<file path="src/rtl/shift_seq_if.sv">
// Command/feedback bus between the shift sequencer and its driver side.
interface shift_seq_if #(
  parameter int unsigned WIDTH = 8,
  parameter int unsigned AMTW  = 4
);
  logic             start;
  logic [1:0]       op;
  logic [AMTW-1:0]  amt;
  logic             fill;
  logic [WIDTH-1:0] data_in;
  logic [WIDTH-1:0] q_fb;
  logic [1:0]       s;
  logic [WIDTH-1:0] din;
  logic             slsi;
  logic             srsi;
  logic             busy;
  logic             done;

  modport master (
    output start, op, amt, fill, data_in, q_fb,
    input  s, din, slsi, srsi, busy, done
  );

  modport slave (
    input  start, op, amt, fill, data_in, q_fb,
    output s, din, slsi, srsi, busy, done
  );
endinterface

</file>
<file path="src/rtl/shift_seq.sv">
// Sequencer that loads an operand into an 8-bit universal shift register and
// then shifts or rotates it a clamped number of places.
module shift_seq #(
  parameter int unsigned WIDTH = 8,
  parameter int unsigned AMTW  = 4
) (
  input  logic       clk,
  input  logic       clrn,
  shift_seq_if.slave bus
);

  localparam int unsigned CNTW = $clog2(WIDTH + 1);

  typedef enum logic [1:0] {IDLE, LOAD, SHIFT, DONE} state_t;

  state_t           state, state_nx;
  logic [CNTW-1:0]  cnt, cnt_nx;
  logic [CNTW-1:0]  amt_q, amt_clamp;
  logic [1:0]       op_q;
  logic             fill_q;
  logic [WIDTH-1:0] din_q;
  logic [1:0]       s_q, s_nx;
  logic             busy_q, busy_nx;
  logic             done_q, done_nx;
  logic             slsi, srsi;
  logic             accept;

  assign accept = (state == IDLE) && bus.start;

  // Clamp requested shift count to the register width.
  always_comb begin
    amt_clamp = CNTW'(bus.amt);
    if (32'(bus.amt) > WIDTH) amt_clamp = CNTW'(WIDTH);
  end

  // Next state, counter and registered Moore outputs decoded from next state.
  always_comb begin
    state_nx = state;
    cnt_nx   = cnt;
    s_nx     = 2'b00;
    busy_nx  = 1'b0;
    done_nx  = 1'b0;
    case (state)
      IDLE:  if (bus.start) state_nx = LOAD;
      LOAD: begin
        cnt_nx   = amt_q;
        state_nx = (amt_q != '0) ? SHIFT : DONE;
      end
      SHIFT: begin
        cnt_nx = cnt - CNTW'(1);
        if (cnt == CNTW'(1)) state_nx = DONE;
      end
      DONE:    state_nx = IDLE;
      default: state_nx = IDLE;
    endcase
    case (state_nx)
      LOAD: begin
        s_nx    = 2'b11;
        busy_nx = 1'b1;
      end
      SHIFT: begin
        // op[0] selects right-going operations
        s_nx    = op_q[0] ? 2'b10 : 2'b01;
        busy_nx = 1'b1;
      end
      DONE: begin
        done_nx = 1'b1;
        busy_nx = 1'b1;
      end
      default: ;
    endcase
  end

  // Serial inputs follow live feedback so rotates wrap the current MSB/LSB.
  always_comb begin
    slsi = 1'b0;
    srsi = 1'b0;
    if (state == SHIFT) begin
      case (op_q)
        2'b00:   slsi = fill_q;
        2'b01:   srsi = fill_q;
        2'b10:   slsi = bus.q_fb[WIDTH-1];
        default: srsi = bus.q_fb[0];
      endcase
    end
  end

  // State, counter, command latches and output registers.
  always_ff @(posedge clk or negedge clrn) begin
    if (!clrn) begin
      state  <= IDLE;
      cnt    <= '0;
      amt_q  <= '0;
      op_q   <= '0;
      fill_q <= 1'b0;
      din_q  <= '0;
      s_q    <= 2'b00;
      busy_q <= 1'b0;
      done_q <= 1'b0;
    end else begin
      state  <= state_nx;
      cnt    <= cnt_nx;
      s_q    <= s_nx;
      busy_q <= busy_nx;
      done_q <= done_nx;
      if (accept) begin
        amt_q  <= amt_clamp;
        op_q   <= bus.op;
        fill_q <= bus.fill;
        din_q  <= bus.data_in;
      end
    end
  end

  assign bus.s    = s_q;
  assign bus.din  = din_q;
  assign bus.slsi = slsi;
  assign bus.srsi = srsi;
  assign bus.busy = busy_q;
  assign bus.done = done_q;

endmodule

</file>
<file path="src/flat_wrapper.sv">
// flat-port wrapper written by rule: the top's interface ports become plain ports
module shift_seq_flat 
#(
  parameter int unsigned WIDTH = 8,
  parameter int unsigned AMTW  = 4
)
  (clk, clrn, bus_start, bus_op, bus_amt, bus_fill, bus_data_in, bus_q_fb, bus_s, bus_din, bus_slsi, bus_srsi, bus_busy, bus_done);
  shift_seq_if #(.WIDTH(WIDTH), .AMTW(AMTW)) bus_i ();
  input  logic clk;
  input  logic clrn;
  input wire logic [$bits(bus_i.start)-1:0] bus_start;
  input wire logic [$bits(bus_i.op)-1:0] bus_op;
  input wire logic [$bits(bus_i.amt)-1:0] bus_amt;
  input wire logic [$bits(bus_i.fill)-1:0] bus_fill;
  input wire logic [$bits(bus_i.data_in)-1:0] bus_data_in;
  input wire logic [$bits(bus_i.q_fb)-1:0] bus_q_fb;
  output wire logic [$bits(bus_i.s)-1:0] bus_s;
  output wire logic [$bits(bus_i.din)-1:0] bus_din;
  output wire logic [$bits(bus_i.slsi)-1:0] bus_slsi;
  output wire logic [$bits(bus_i.srsi)-1:0] bus_srsi;
  output wire logic [$bits(bus_i.busy)-1:0] bus_busy;
  output wire logic [$bits(bus_i.done)-1:0] bus_done;
  assign bus_i.start = bus_start;
  assign bus_i.op = bus_op;
  assign bus_i.amt = bus_amt;
  assign bus_i.fill = bus_fill;
  assign bus_i.data_in = bus_data_in;
  assign bus_i.q_fb = bus_q_fb;
  assign bus_s = bus_i.s;
  assign bus_din = bus_i.din;
  assign bus_slsi = bus_i.slsi;
  assign bus_srsi = bus_i.srsi;
  assign bus_busy = bus_i.busy;
  assign bus_done = bus_i.done;
  shift_seq #(.WIDTH(WIDTH), .AMTW(AMTW)) u_core (.clk(clk), .clrn(clrn), .bus(bus_i));
endmodule
</file>
<file path="config.mk">
export PLATFORM = sky130hd
export DESIGN_NAME = shift_seq_flat
export DESIGN_NICKNAME = d
export VERILOG_FILES = /design/src/rtl/shift_seq_if.sv /design/src/rtl/shift_seq.sv /design/src/flat_wrapper.sv
export SDC_FILE = /design/constraint.sdc
export NUM_CORES = 1
export LEC_CHECK = 0
export ABC_CLOCK_PERIOD_IN_PS = 1650
export BUFFER_PORTS_ARGS = -buffer_cell sky130_fd_sc_hd__buf_2
export CAP_MARGIN = 10
export CORE_UTILIZATION = 48
export DETAILED_ROUTE_END_ITERATION = 16
export PLACE_DENSITY = 0.82
export RECOVER_POWER = 50
export SLEW_MARGIN = 20
export SYNTH_ARGS = -nofsm -noshare
export SYNTH_HDL_FRONTEND = slang
export SYNTH_SLANG_ARGS = --single-unit
</file>
<file path="constraint.sdc">
create_clock -name clk -period 1.65 [get_ports clk]
set_input_delay 0.0825 -clock clk [delete_from_list [all_inputs] [get_ports clk]]
set_output_delay 0.0825 -clock clk [all_outputs]
set_load 0.01 [all_outputs]
</file>
# [After elaboration in Yosys (flattened, before gate mapping)]
# Cells that the tools add are included.
# W data, S select, Z words.
[word_totals] latchBits=0 mem_bits_rw=0 n_memories=0 in_bits=26 wordCells=41 rom_bits=0 reg_bits=25 out_inout_bits=14
[classes] shifts=0 muxes=14 magnitude_cmp=1 addsub=1 mul=0 bitwise_logic=0 div=0 reduce_logical=7 n_eq_ne=9
[op_table] op="$eq A2 B2 Y1 const B" count=5
[op_table] op="$pmux W2 S4" count=1
[op_table] op="$pmux W4 S2" count=1
[op_table] op="$eq A2 B1 Y1 const B" count=3
[op_table] op="$mux W2" count=3
[op_table] op="$mux W1" count=5
[op_table] op="$eq A4 B1 Y1 const B" count=1
[op_table] op="$gt A4 B4 Y1 const B" count=1
[op_table] op="$logic_not A2 Y1" count=2
[op_table] op="$mux W4" count=1
[op_table] op="$pmux W1 S2" count=2
[op_table] op="$pmux W2 S2" count=1
[op_table] op="$reduce_bool A4 Y1" count=1
[op_table] op="$sub A4 B1 Y4 const B" count=1
[op_table] op="$reduce_or A3 Y1" count=1
[op_table] op="$reduce_bool A2 Y1" count=1
[op_table] op="$reduce_or A2 Y1" count=1
[op_table] op="$logic_and A1 B1 Y1" count=1

# [Longest topological paths before layout]
# Gate-level depths: netlist of the first run.
[depth] word_depth=6 mapped_depth=8

# [Worst setup path after synthesis of the first run]
# No wires, ideal clock.
[synth_path] path_kind="flip-flop to flip-flop" startpoint="reg u_core.cnt[1]" endpoint="reg u_core.s_q[1], in the netlist u_core.bus.s[1]" path_slack_ps=158 required_time_ps=1532 period_less_slack_ps=1492 arrival_ps=1374 stages_incl_launch_ff=9 cell_sequence="dfrtp_1 -> inv_1 -> ha_1 -> nor3b_1 -> o21ai_0 -> a22o_1 -> ha_1 -> a21oi_1 -> nor2_1"
[synth_between] elab_chain_len=5 elab_cells_between_ends=6 classes_between="eq/ne: 3; mux: 3"
[synth_lines] item="from (decl)" line_no="shift_seq.sv:17" source="logic [CNTW-1:0] cnt, cnt_nx;"
[synth_lines] item="from (signal assigned)" line_no="shift_seq.sv:102" source="cnt <= cnt_nx;"
[synth_lines] item="$eq A4 B1 Y1 *" line_no="shift_seq.sv:51" source="if (cnt == CNTW'(1)) state_nx = DONE;"
[synth_lines] item="$mux W2 *" line_no="shift_seq.sv:51"
[synth_lines] item="$pmux W2 S4 *" line_no="shift_seq.sv:43" source="case (state)"
[synth_lines] item="$eq A2 B2 Y1 / $eq A2 B1 Y1 (equally long branches)" line_no="shift_seq.sv:56" source="case (state_nx)"
[synth_lines] item="$pmux W2 S2 *" line_no="shift_seq.sv:56"
[synth_lines] item="via u_core.s_nx[1]" line_no="shift_seq.sv:22" source="logic [1:0] s_q, s_nx;"
[synth_lines] item="to (signal assigned)" line_no="shift_seq.sv:103" source="s_q <= s_nx;"
[synth_lines] item="to (decl)" line_no="shift_seq.sv:22"
# Mark *: on every way through the listed nets, which the timed path passes. The rest lies on a longest branch.
# A chain may end at the register's enable or synchronous reset.

# [Worst setup path in the final report of the first run]
[layout_path] startpoint="reg u_core.state[0]" endpoint="reg u_core.s_q[0], in the netlist u_core.bus.s[0]"
[layout_between] elab_chain_len=4 elab_cells_between_ends=10 classes_between="eq/ne: 5; mux: 4; reduce/logical: 1"
[layout_lines] item="from (decl)" line_no="shift_seq.sv:16" source="state_t state, state_nx;"
[layout_lines] item="from (signal assigned)" line_no="shift_seq.sv:101" source="state <= state_nx;"
[layout_lines] item="$eq A2 B2 Y1, or another cell as far along" line_no="shift_seq.sv:43"
[layout_lines] item="$pmux W2 S4 *" line_no="shift_seq.sv:43"
[layout_lines] item="via u_core.state_nx[0]" line_no="shift_seq.sv:16"
[layout_lines] item="$eq A2 B2 Y1 / $eq A2 B1 Y1 (equally long branches)" line_no="shift_seq.sv:56"
[layout_lines] item="$pmux W2 S2 *" line_no="shift_seq.sv:56"
[layout_lines] item="via u_core.s_nx[0]" line_no="shift_seq.sv:22"
# Marks and branches as above.

==> results.md, run 1 <==
* Dpl ws at 0.0165 ns
* Largest net degree at the start of global routing at 26
* Final worst setup slack at 0.0722 ns
* Post-layout util at 0.708
* Minimum clock period after layout at 1.58 ns
* Period utilization at 0.956
* Mapped Nets at 137
* Die H at 51.2 um
* Post-synth cell types at 23
* Max Cap Violations at 0
* Peak supply drop at 0.00150 V
* Final setup viols at 0
* Buf/Inv on CP at 1
* Vias in the first global route at 950
* Worst EP required at 1.88 ns
* Synth Instances at 101
* Initial antenna violation count at 0
* Vias per inst at 5.05
* Ant diodes at 0
* Critical Path AT at 1.81 ns
* Fillcell total at 175
* Slew @ Worst Pin at 0.611 ns
* M1 WL at 1030 um
* Port bufs at 33
* Core Area at 2250 um^2
* Flops & latches, synth at 25
* Initial DRC count at 3
* Critical Path Sink Type: flop
* Grt ovf at 0
* Post-Synthesis Cell Area at 1160 um^2
* DRC Markers at 0
* Synth top area share at 0.538
* Worst-case clock skew at 0.00149 ns
* WL/cell at 13.3 um
* Syn Area/Cell at 11.5 um^2
* Die Wd at 51.2 um
* Pwr Density at 1910 nW/um^2
* CTS tree: done
* Worst-skew pair later-pin latency at 0.32 ns
* Slowest cell on crit path: dfrtp_1
* DR top layer: met4
* Area growth syn-to-layout at 37.1%
* Outcome: complete, no violations
* Setup TNS Final at 0 ns
* Full die area at 2630 um^2
* WL met3 at 104 um
* Yosys warning total at 0
* Critical path's most frequent cell: ha_1
* Routed wl met2 at 1250 um
* Post-synthesis sequential area ratio at 0.538
* FF/Latch Area at 626 um^2
* Final GP Congestion at 0.807
* Post-synthesis xor/xnor area fraction at 0
* Post-synth top area cell: dfrtp_1
* Rows at 17
* Drt pass-1 iters at 3
* Cell Chain, Critical Path: buf_4 -> ha_1 -> a31oi_2 -> a22oi_2 -> ha_1 -> a21oi_2 -> nor2_1
* Synth Area in Simple Gates at 0.0946
* CP Launch Type: flop
* Routed Antenna Nets at 0
* Slew Limit Fails at 0
* Multi-input gate area at 541 um^2
* Clk root buf: clkbuf_4
* Largest family of logic cells by synthesized area: multiplexers
* Layout cell share with drive strength beyond 1 at 0.396
* Total wire length at 2430 um
* Count of final hold-check violations at 0
* Compound-Gate Fraction of Synth Area at 0.105
* Slew margin rel. at 0.593
* Static Leak at 0.755 nW
* Post-Synth Adder-Cell Area at 0.108
* Worst-path maximum fanout at 2
* Layout net count at 191
* CTS Sinks at 25
* DR vias at 920
* Num CTS Buffers at 3
* Detailed placement HPWL at 1530 um
* First-pass GRT wire length at 3910 um
* Max frequency at 634 MHz
* Top Family by Delay on Critical Path: adder cells
* HP Class: primary input to flop
* I/O pin total at 40
* Mux cell area share after synthesis at 0.116
* Starting Density at 0.516
* All-Layer GR Usage at 0.205
* Top area cells in the synthesized netlist: dfrtp_1 (54%), mux2_2 (12%), ha_1 (11%), a21oi_1 (3.0%), o21ai_0 (3.0%)
* Setup CP Type: flop to flop
* Max stage delay on crit path at 0.42 ns
* Clock Path Buffers at 2
* Htree depth at 1
* Clock Pin Slew Worst Setup and Hold Paths at 0.13 ns
[worst paths after layout]
| check | startpoint | endpoint | slack, ns | cells past startpoint |
|---|---|---|---|---|
| worst max-delay path | u_core.state[0]$_DFF_PN0_ | u_core.bus.s[0]$_DFF_PN0_ | 0.07 | 7 |
| worst min-delay path | bus_amt[2] | u_core.amt_q[2]$_DFFE_PN0P_ | 0.02 | 3 |
| worst max register to register | u_core.state[0]$_DFF_PN0_ | u_core.bus.s[0]$_DFF_PN0_ | 0.07 | 7 |
| worst min register to register | u_core.bus.din[2]$_DFFE_PN0P_ | u_core.bus.din[2]$_DFFE_PN0P_ | 0.52 | 1 |
| max in group asynchronous | clrn | u_core.bus.s[1]$_DFF_PN0_ | 0.96 | 2 |
| min in group asynchronous | clrn | u_core.cnt[0]$_DFFE_PN0P_ | 0.29 | 2 |
[stage by stage]
step / area, um^2 / cells / total power [W] / hold WS, ns
detailed placement: 1370 / 162 / 0.00249 / 0.103
CTS: 1540 / 181 / 0.00283 / 0.00124
floorplan: 1160 / 101 / 0.00205 / -0.213
global placement: 1370 / 162 / 0.00241 / 0.0933
global route: 1600 / 182 / 0.00329 / 0.0297
finish: 1600 / 182 / 0.00305 / 0.0201
[layout make-up]
cell class / instances / share of cell area
Tap cell: 28 / 0.0220
Timing Repair Buffer: 52 / 0.211
Clock buffer: 3 / 0.0141
Multi-Input combinational cell: 65 / 0.339
Clock inverter: 1 / 0.00314
Inverter: 8 / 0.0188
Sequential cell: 25 / 0.392
[flip-flops by register name, summed over array words and instances, names as in the netlist]
name and count:
u_core.bus.s 2, u_core.cnt 4, u_core.bus.din 8, u_core.bus.busy 1, u_core.op_q 2, u_core.state 2
u_core.bus.done 1, u_core.amt_q 4, u_core.fill_q 1
[cell usage in the layout, fill, tap and decap left out, types with 3 or more instances in the layout]
| master | Yosys | layout |
|---|---|---|
| inv_1 | 8 | 6 |
| ha_1 | 10 | 8 |
| buf_2 | 2 | 26 |
| nor2_1 | 4 | 4 |
| clkbuf_4 | 0 | 3 |
| mux2_2 | 12 | 12 |
| buf_4 | 0 | 5 |
| dlygate4sd3_1 | 0 | 13 |
| nand2b_1 | 4 | 4 |
| dfrtp_1 | 25 | 25 |
| clkbuf_1 | 0 | 6 |
| a21oi_1 | 7 | 5 |
| nand2_1 | 7 | 7 |
| o21ai_0 | 7 | 6 |
[timing repair]
action / 4_1_cts / 5_1_grt
hold buffers: 13 / 0
gates resized for setup: 1 / 13
hold endpoints to repair: 37 / 0
endpoints found under the setup margin: 2 / 5
cloned: 0 / 0
setup buffers: 2 / 1
pin swaps: 0 / 2
[metal layers]
layer  track usage  vias up
li1              -      450
met1         0.234      441
met2         0.377       25
met3        0.0238        4
met4        0.0946        0
met5             0        -
[logic make-up (layout without fill, tap and decap cells)]
| family | after synthesis | after routing |
|---|---|---|
| flops | 25 | 25 |
| simple gates | 22 | 22 |
| compound gates | 21 | 21 |
| mux | 12 | 12 |
| buf+inv | 11 | 64 |
| fa+ha+maj | 10 | 10 |
[report_power, final]
part	internal [W]	switching, W
Combinational	0.000841	0.000842
Sequential	0.000910	0.000190
Clock	0.0000908	0.000179
[worst register-to-register path, stage by stage, from the launching register on]
cell	delay, ns
dfrtp_1	0.42
buf_4	0.14
ha_1	0.20
a31oi_2	0.19
a22oi_2	0.14
ha_1	0.24
a21oi_2	0.11
nor2_1	0.04
[synthesized netlist by cell type]
cell type and count:
dfrtp_1 25, mux2_2 12, ha_1 10, inv_1 8, a21oi_1 7, nand2_1 7, o21ai_0 7, nand2b_1 4
nor2_1 4, buf_2 2, nor3b_1 2, o211ai_1 2, a22o_1 1, a22oi_1 1, a2bb2oi_1 1, a31oi_1 1
clkbuf_2 1, nand2_2 1, nand3_1 1, nor2b_1 1, nor3_1 1, o22ai_1 1, or3_1 1
Note: power is estimated with default switching activity, not from simulation.
==> inputs of run 2 (changes only) <==
==> constraint.sdc (replaced) <==
create_clock -name clk -period 1.65 [get_ports clk]
set_input_delay 0.33 -clock clk [delete_from_list [all_inputs] [get_ports clk]]
set_output_delay 0.33 -clock clk [all_outputs]
set_load 0.01 [all_outputs]
==> results.md, run 2 (synthesis results as in run 1) <==
* Switch share at 0.402 (+0.00520)
* Fillcell total at 201 (+15%)
* Commonest non-fill, non-tap cell in the layout: buf_2
* Final setup viols at 0 (unchanged)
* Worst-skew pair later-pin latency at 0.32 ns (about the same)
* Starting Density at 0.516 (unchanged)
* Clock Path Buffers at 2 (unchanged)
* Final instance area at 1480 um^2 (-7.0%)
* P_sw at 0.00123 W (+1.8%)
* Max Cap Violations at 0 (unchanged)
* Post-layout util at 0.658 (-0.0494)
* Internal power at 0.00183 W (-0.35%)
* Clk pwr share at 0.090 (+0.002)
* Die Wd at 51.2 um (unchanged)
* Max reg flops at 8 (unchanged)
* Final GP Congestion at 0.811 (+0.51%)
* CTS tree: done
* Slowest cell on crit path: dfrtp_1
* Outcome: complete, no violations
* Final worst setup slack at 0.0137 ns (-0.0585 ns)
* Period utilization at 0.992 (+0.0354)
* Clock Pin Slew Worst Setup and Hold Paths at 0.15 ns (+0.02 ns)
* Critical Path Sink Type: output pin
* Met1 usage at 0.235 (+0.000916)
* Worst-path maximum fanout at 4 (+2)
* Part of the power in registers at 0.361 (about the same)
* Detailed placement HPWL at 1630 um (+6.0%)
* Setup TNS Final at 0 ns (unchanged)
* Comb pwr share at 0.549 (-0.002)
* FF/Latch Area at 626 um^2 (unchanged)
* Vias per inst at 5.28 (+4.5%)
* Die H at 51.2 um (unchanged)
* Initial DRC count at 4 (+1)
* Htree depth at 1 (unchanged)
* CP Launch Type: flop
* DR vias at 898 (-2.4%)
* DRC Markers at 0 (unchanged)
* Port bufs at 33 (unchanged)
* Grt ovf at 0 (unchanged)
* Layout net count at 179 (-6.3%)
* Clk root buf: clkbuf_4
* HP Class: primary input to flop
* Num CTS Buffers at 3 (unchanged)
* Initial antenna violation count at 0 (unchanged)
* Peak supply drop at 0.00121 V (-19%)
* Worst EP required at 1.32 ns (-0.56 ns)
* Routed Antenna Nets at 0 (unchanged)
* Placed inst area at 1370 um^2 (unchanged)
* CTS Sinks at 25 (unchanged)
* Vias in the first global route at 941 (-0.95%)
* All-Layer GR Usage at 0.197 (-0.00740)
* Full die area at 2630 um^2 (unchanged)
* Largest net degree at the start of global routing at 26 (unchanged)
* WL/cell at 13.5 um (+1.0%)
* Rows at 17 (unchanged)
* Critical Path AT at 1.31 ns (-0.50 ns)
* Core Area at 2250 um^2 (unchanged)
* Slew @ Worst Pin at 0.599 ns (-0.0123 ns)
* Ant diodes at 0 (unchanged)
* Count of final hold-check violations at 0 (unchanged)
* Minimum clock period after layout at 1.64 ns (+0.0585 ns)
* Total wire length at 2290 um (-5.6%)
* Pwr Density at 2070 nW/um^2 (+8.1%)
* Top Usage Layer GRT: met2
* Setup CP Type: flop to output pin
* Drt pass-1 iters at 4 (+1)
* Layout cell share with drive strength beyond 1 at 0.451 (+0.0546)
* Max frequency at 611 MHz (-3.6%)
* Slew Limit Fails at 0 (unchanged)
* Area growth syn-to-layout at 27.5%
* Dpl ws at -0.0542 ns (-0.0707 ns)
* Worst-case clock skew at 0.0150 ns (+0.0135 ns)
* Grt met2 use at 0.382 (+0.00439)
* Max stage delay on crit path at 0.43 ns (about the same)
* Slew margin rel. at 0.601 (+0.00819)
* First-pass GRT wire length at 3840 um (-1.6%)
* I/O pin total at 40 (unchanged)
* Static Leak at 0.705 nW (-6.6%)
* Commonest non-fill, non-tap cells in the layout: buf_2 (27), dfrtp_1 (25), mux2_2 (12)
* Multi-input gate area at 552 um^2 (+2.1%)
* RSZ-0062 raised after global routing: true
* Cell Chain, Critical Path: inv_2 -> ha_4 -> nor3b_2 -> buf_2
* Reg2reg setup slack at 0.05 ns (-0.02 ns)
* Global-route met3 utilization at 0.0179 (-0.00595)
## run 2: layout make-up
class | instances | share of cell area
Inverter | 8 | 0.0202
Tap cell | 28 | 0.0236
Clock buffer | 3 | 0.0152
Multi-Input combinational cell | 65 | 0.372
Clock inverter | 1 | 0.00337
Sequential cell | 25 | 0.422
Timing Repair Buffer | 40 | 0.144
## run 2: repair_timing
action,4_1_cts,5_1_grt
pin swaps,1,3
gates cloned,0,0
setup endpoints to repair,4,4
buffers inserted,1,2
resized for setup,6,10
hold buffers,1,0
endpoints found under the hold margin,24,0
## run 2: path summary, 6_finish.rpt
| kind | endpoint | cells after the start | startpoint |
|---|---|---|---|
| max in group asynchronous | u_core.bus.din[6]$_DFFE_PN0P_ | 2 | clrn |
| min | u_core.bus.din[7]$_DFFE_PN0P_ | 2 | bus_data_in[7] |
| max | bus_slsi | 4 | u_core.state[0]$_DFF_PN0_ |
| min reg2reg | u_core.fill_q$_DFFE_PN0P_ | 1 | u_core.fill_q$_DFFE_PN0P_ |
| max reg2reg | u_core.bus.s[1]$_DFF_PN0_ | 8 | u_core.cnt[1]$_DFFE_PN0P_ |
| min in group asynchronous | u_core.cnt[3]$_DFFE_PN0P_ | 2 | clrn |
## run 2: layer usage
metal	wire length (um)	vias up
met5	0	-
met4	19	0
met3	103	2
met2	1190	34
met1	974	434
li1	-	428
## run 2: power by group through the flow
stage	clock network, W	logic [W]	registers (W)
6_report	0.000277	0.00168	0.00111
5_1_grt	0.000305	0.00188	0.00115
4_1_cts	0.000280	0.00148	0.00110
3_5_place_dp	0	0.00142	0.00110
3_3_place_gp	0	0.00133	0.00108
2_1_floorplan	0	0.000917	0.00113
## run 2: stage by stage
stage               total power [W]  hold slack, ns  std cells
floorplan                   0.00205          0.0344        101
global placement            0.00241           0.343        162
detailed placement          0.00253           0.354        162
CTS                         0.00286           0.225        168
global route                0.00333           0.211        170
finish                      0.00307           0.221        170
## run 2: critical path: cells and delay by family, from the launching register on
kind                     cells  cell delay [ns]
flip-flops                   1             0.43
buffers and inverters        2             0.25
adder cells (fa/ha/maj)      1             0.15
AND/OR/NAND/NOR              1             0.16
==> inputs of run 3 (changes only) <==
==> constraint.sdc (replaced) <==
create_clock -name clk -period 1.65 [get_ports clk]
set_input_delay 0.2475 -clock clk [delete_from_list [all_inputs] [get_ports clk]]
set_output_delay 0.2475 -clock clk [all_outputs]
set_load 0.01 [all_outputs]
==> results.md, run 3 (synthesis results as in run 1) <==
* RSZ-0062 raised after global routing: true
* Ant diodes at 0 (unchanged)
* Period utilization at 0.994 (+0.00262)
* DR vias at 890 (-0.89%)
* Final GP Congestion at 0.809 (-0.32%)
* Commonest non-fill, non-tap cell in the layout: buf_2
* Worst-case clock skew at 0.00480 ns (-0.0102 ns)
* Max stage delay on crit path at 0.42 ns (about the same)
* Layout cell share with drive strength beyond 1 at 0.441 (-0.0101)
* Routed Antenna Nets at 0 (unchanged)
* Power after layout at 0.00311 W (+1.4%)
* Outcome: complete, no violations
* First-pass GRT wire length at 3720 um (-3.2%)
* Max reg flops at 8 (unchanged)
* DP Cell Count at 162 (unchanged)
* Finished Layout Cells at 171 (+0.59%)
* Starting Density at 0.516 (unchanged)
* Slowest cell on crit path: dfrtp_1
* Max frequency at 610 MHz (-0.26%)
* Clk pwr share at 0.084 (-0.006)
* Final setup viols at 0 (unchanged)
* Core Area at 2250 um^2 (unchanged)
* Critical Path Sink Type: flop
* Setup CP Type: flop to flop
* Clock Pin Slew Worst Setup and Hold Paths at 0.13 ns (-0.02 ns)
* Worst-path maximum fanout at 3 (-1)
* Worst-skew pair later-pin latency at 0.30 ns (-0.02 ns)
* Total wire length at 2330 um (+1.7%)
* WL/cell at 13.6 um (+1.2%)
* Worst EP required at 1.89 ns (+0.57 ns)
* Num CTS Buffers at 3 (unchanged)
* Full die area at 2630 um^2 (unchanged)
* Static Leak at 0.716 nW (+1.6%)
* Critical Path AT at 1.88 ns (+0.57 ns)
* Vias per inst at 5.20 (-1.5%)
* DRC Markers at 0 (unchanged)
* Slew @ Worst Pin at 0.606 ns (+0.00751 ns)
* I/O pin total at 40 (unchanged)
* Die Wd at 51.2 um (unchanged)
* Buf/Inv on CP at 1 (-1)
* Switch share at 0.402 (about the same)
* Pwr Density at 2060 nW/um^2 (-0.47%)
* Setup TNS Final at 0 ns (unchanged)
* Port bufs at 33 (unchanged)
* Die H at 51.2 um (unchanged)
* P_sw at 0.00125 W (+1.3%)
* Initial antenna violation count at 0 (unchanged)
* Comb pwr share at 0.553 (+0.004)
* Layout net count at 180 (+0.56%)
* Grt ovf at 0 (unchanged)
* Drt pass-1 iters at 4 (unchanged)
* Part of the power in registers at 0.363 (+0.002)
* Rows at 17 (unchanged)
* CTS tree: done
* Slew Limit Fails at 0 (unchanged)
* Commonest non-fill, non-tap cells in the layout: buf_2 (27), dfrtp_1 (25), mux2_2 (12)
* HP Class: primary input to flop
* Top Family by Delay on Critical Path: compound AO/OA/AOI/OAI gates
* Final hold slack at 0.164 ns (-0.0565 ns)
* Slew margin rel. at 0.596 (-0.00501)
* Initial DRC count at 11 (+7)
* Clock Path Buffers at 2 (unchanged)
* Peak supply drop at 0.00132 V (+8.7%)
* Post-layout util at 0.670 (+0.0122)
* Max Cap Violations at 0 (unchanged)
* Count of final hold-check violations at 0 (unchanged)
* Vias in the first global route at 893 (-5.1%)
* CP Launch Type: flop
* Largest net degree at the start of global routing at 26 (unchanged)
* Cell Chain, Critical Path: buf_4 -> ha_1 -> a31oi_2 -> a22o_1 -> ha_4 -> nor2_1
* All-Layer GR Usage at 0.189 (-0.00790)
* Area growth syn-to-layout at 29.9%
* CTS Sinks at 25 (unchanged)
* Detailed placement HPWL at 1590 um (-2.1%)
* Htree depth at 1 (unchanged)
* Clk root buf: clkbuf_4
* Internal power at 0.00186 W (+1.4%)
* Minimum clock period after layout at 1.64 ns (+0.00433 ns)
-- run 3: metal layers --
metal | part of all wire | up-vias | global-route usage
met4 | 0.0056 | 0 | 0.0495
met3 | 0.046 | 2 | 0.0179
met5 | 0 | - | 0
met1 | 0.42 | 432 | 0.224
met2 | 0.53 | 26 | 0.362
li1 | - | 430 | -
-- run 3: path summary, 6_finish.rpt --
check	slack (ns)	cells past startpoint	endpoint	start
min in group asynchronous	0.47	2	u_core.cnt[1]$_DFFE_PN0P_	clrn
max reg2reg	0.009	6	u_core.bus.s[0]$_DFF_PN0_	u_core.state[0]$_DFF_PN0_
min reg2reg	0.52	1	u_core.bus.din[7]$_DFFE_PN0P_	u_core.bus.din[7]$_DFFE_PN0P_
max	0.009	6	u_core.bus.s[0]$_DFF_PN0_	u_core.state[0]$_DFF_PN0_
max in group asynchronous	0.79	2	u_core.bus.din[5]$_DFFE_PN0P_	clrn
min	0.16	2	u_core.fill_q$_DFFE_PN0P_	bus_fill
-- run 3: power by group through the flow --
| stage | Sequential, W | Combinational [W] | Clock [W] |
|---|---|---|---|
| 2_1_floorplan | 0.00113 | 0.000917 | 0 |
| 3_3_place_gp | 0.00108 | 0.00133 | 0 |
| 3_5_place_dp | 0.00110 | 0.00141 | 0 |
| 4_1_cts | 0.00110 | 0.00148 | 0.000272 |
| 5_1_grt | 0.00117 | 0.00191 | 0.000298 |
| 6_report | 0.00113 | 0.00172 | 0.000262 |
-- run 3: timing repair --
| action | 4_1_cts | 5_1_grt |
|---|---|---|
| gates resized for setup | 6 | 12 |
| setup buffers | 2 | 2 |
| pin swaps | 0 | 4 |
| hold endpoints to repair | 25 | 0 |
| hold buffers | 1 | 0 |
| endpoints found under the setup margin | 4 | 4 |
-- run 3: through the flow --
step | setup WS, ns | instance area (um^2)
floorplan | 0.158 | 1160
global placement | 0.0210 | 1370
detailed placement | -0.0250 | 1370
CTS | 0.0216 | 1440
global route | -0.0976 | 1510
finish | 0.00941 | 1510
-- run 3: area by class of cell --
cell class / instances / area, um^2
Clock buffer: 4 / 26.3
Fill cell: 190 / 743
Inverter: 8 / 30.0
Multi-Input combinational cell: 65 / 569
Sequential cell: 25 / 626
Tap cell: 28 / 35.0
Timing Repair Buffer: 41 / 225
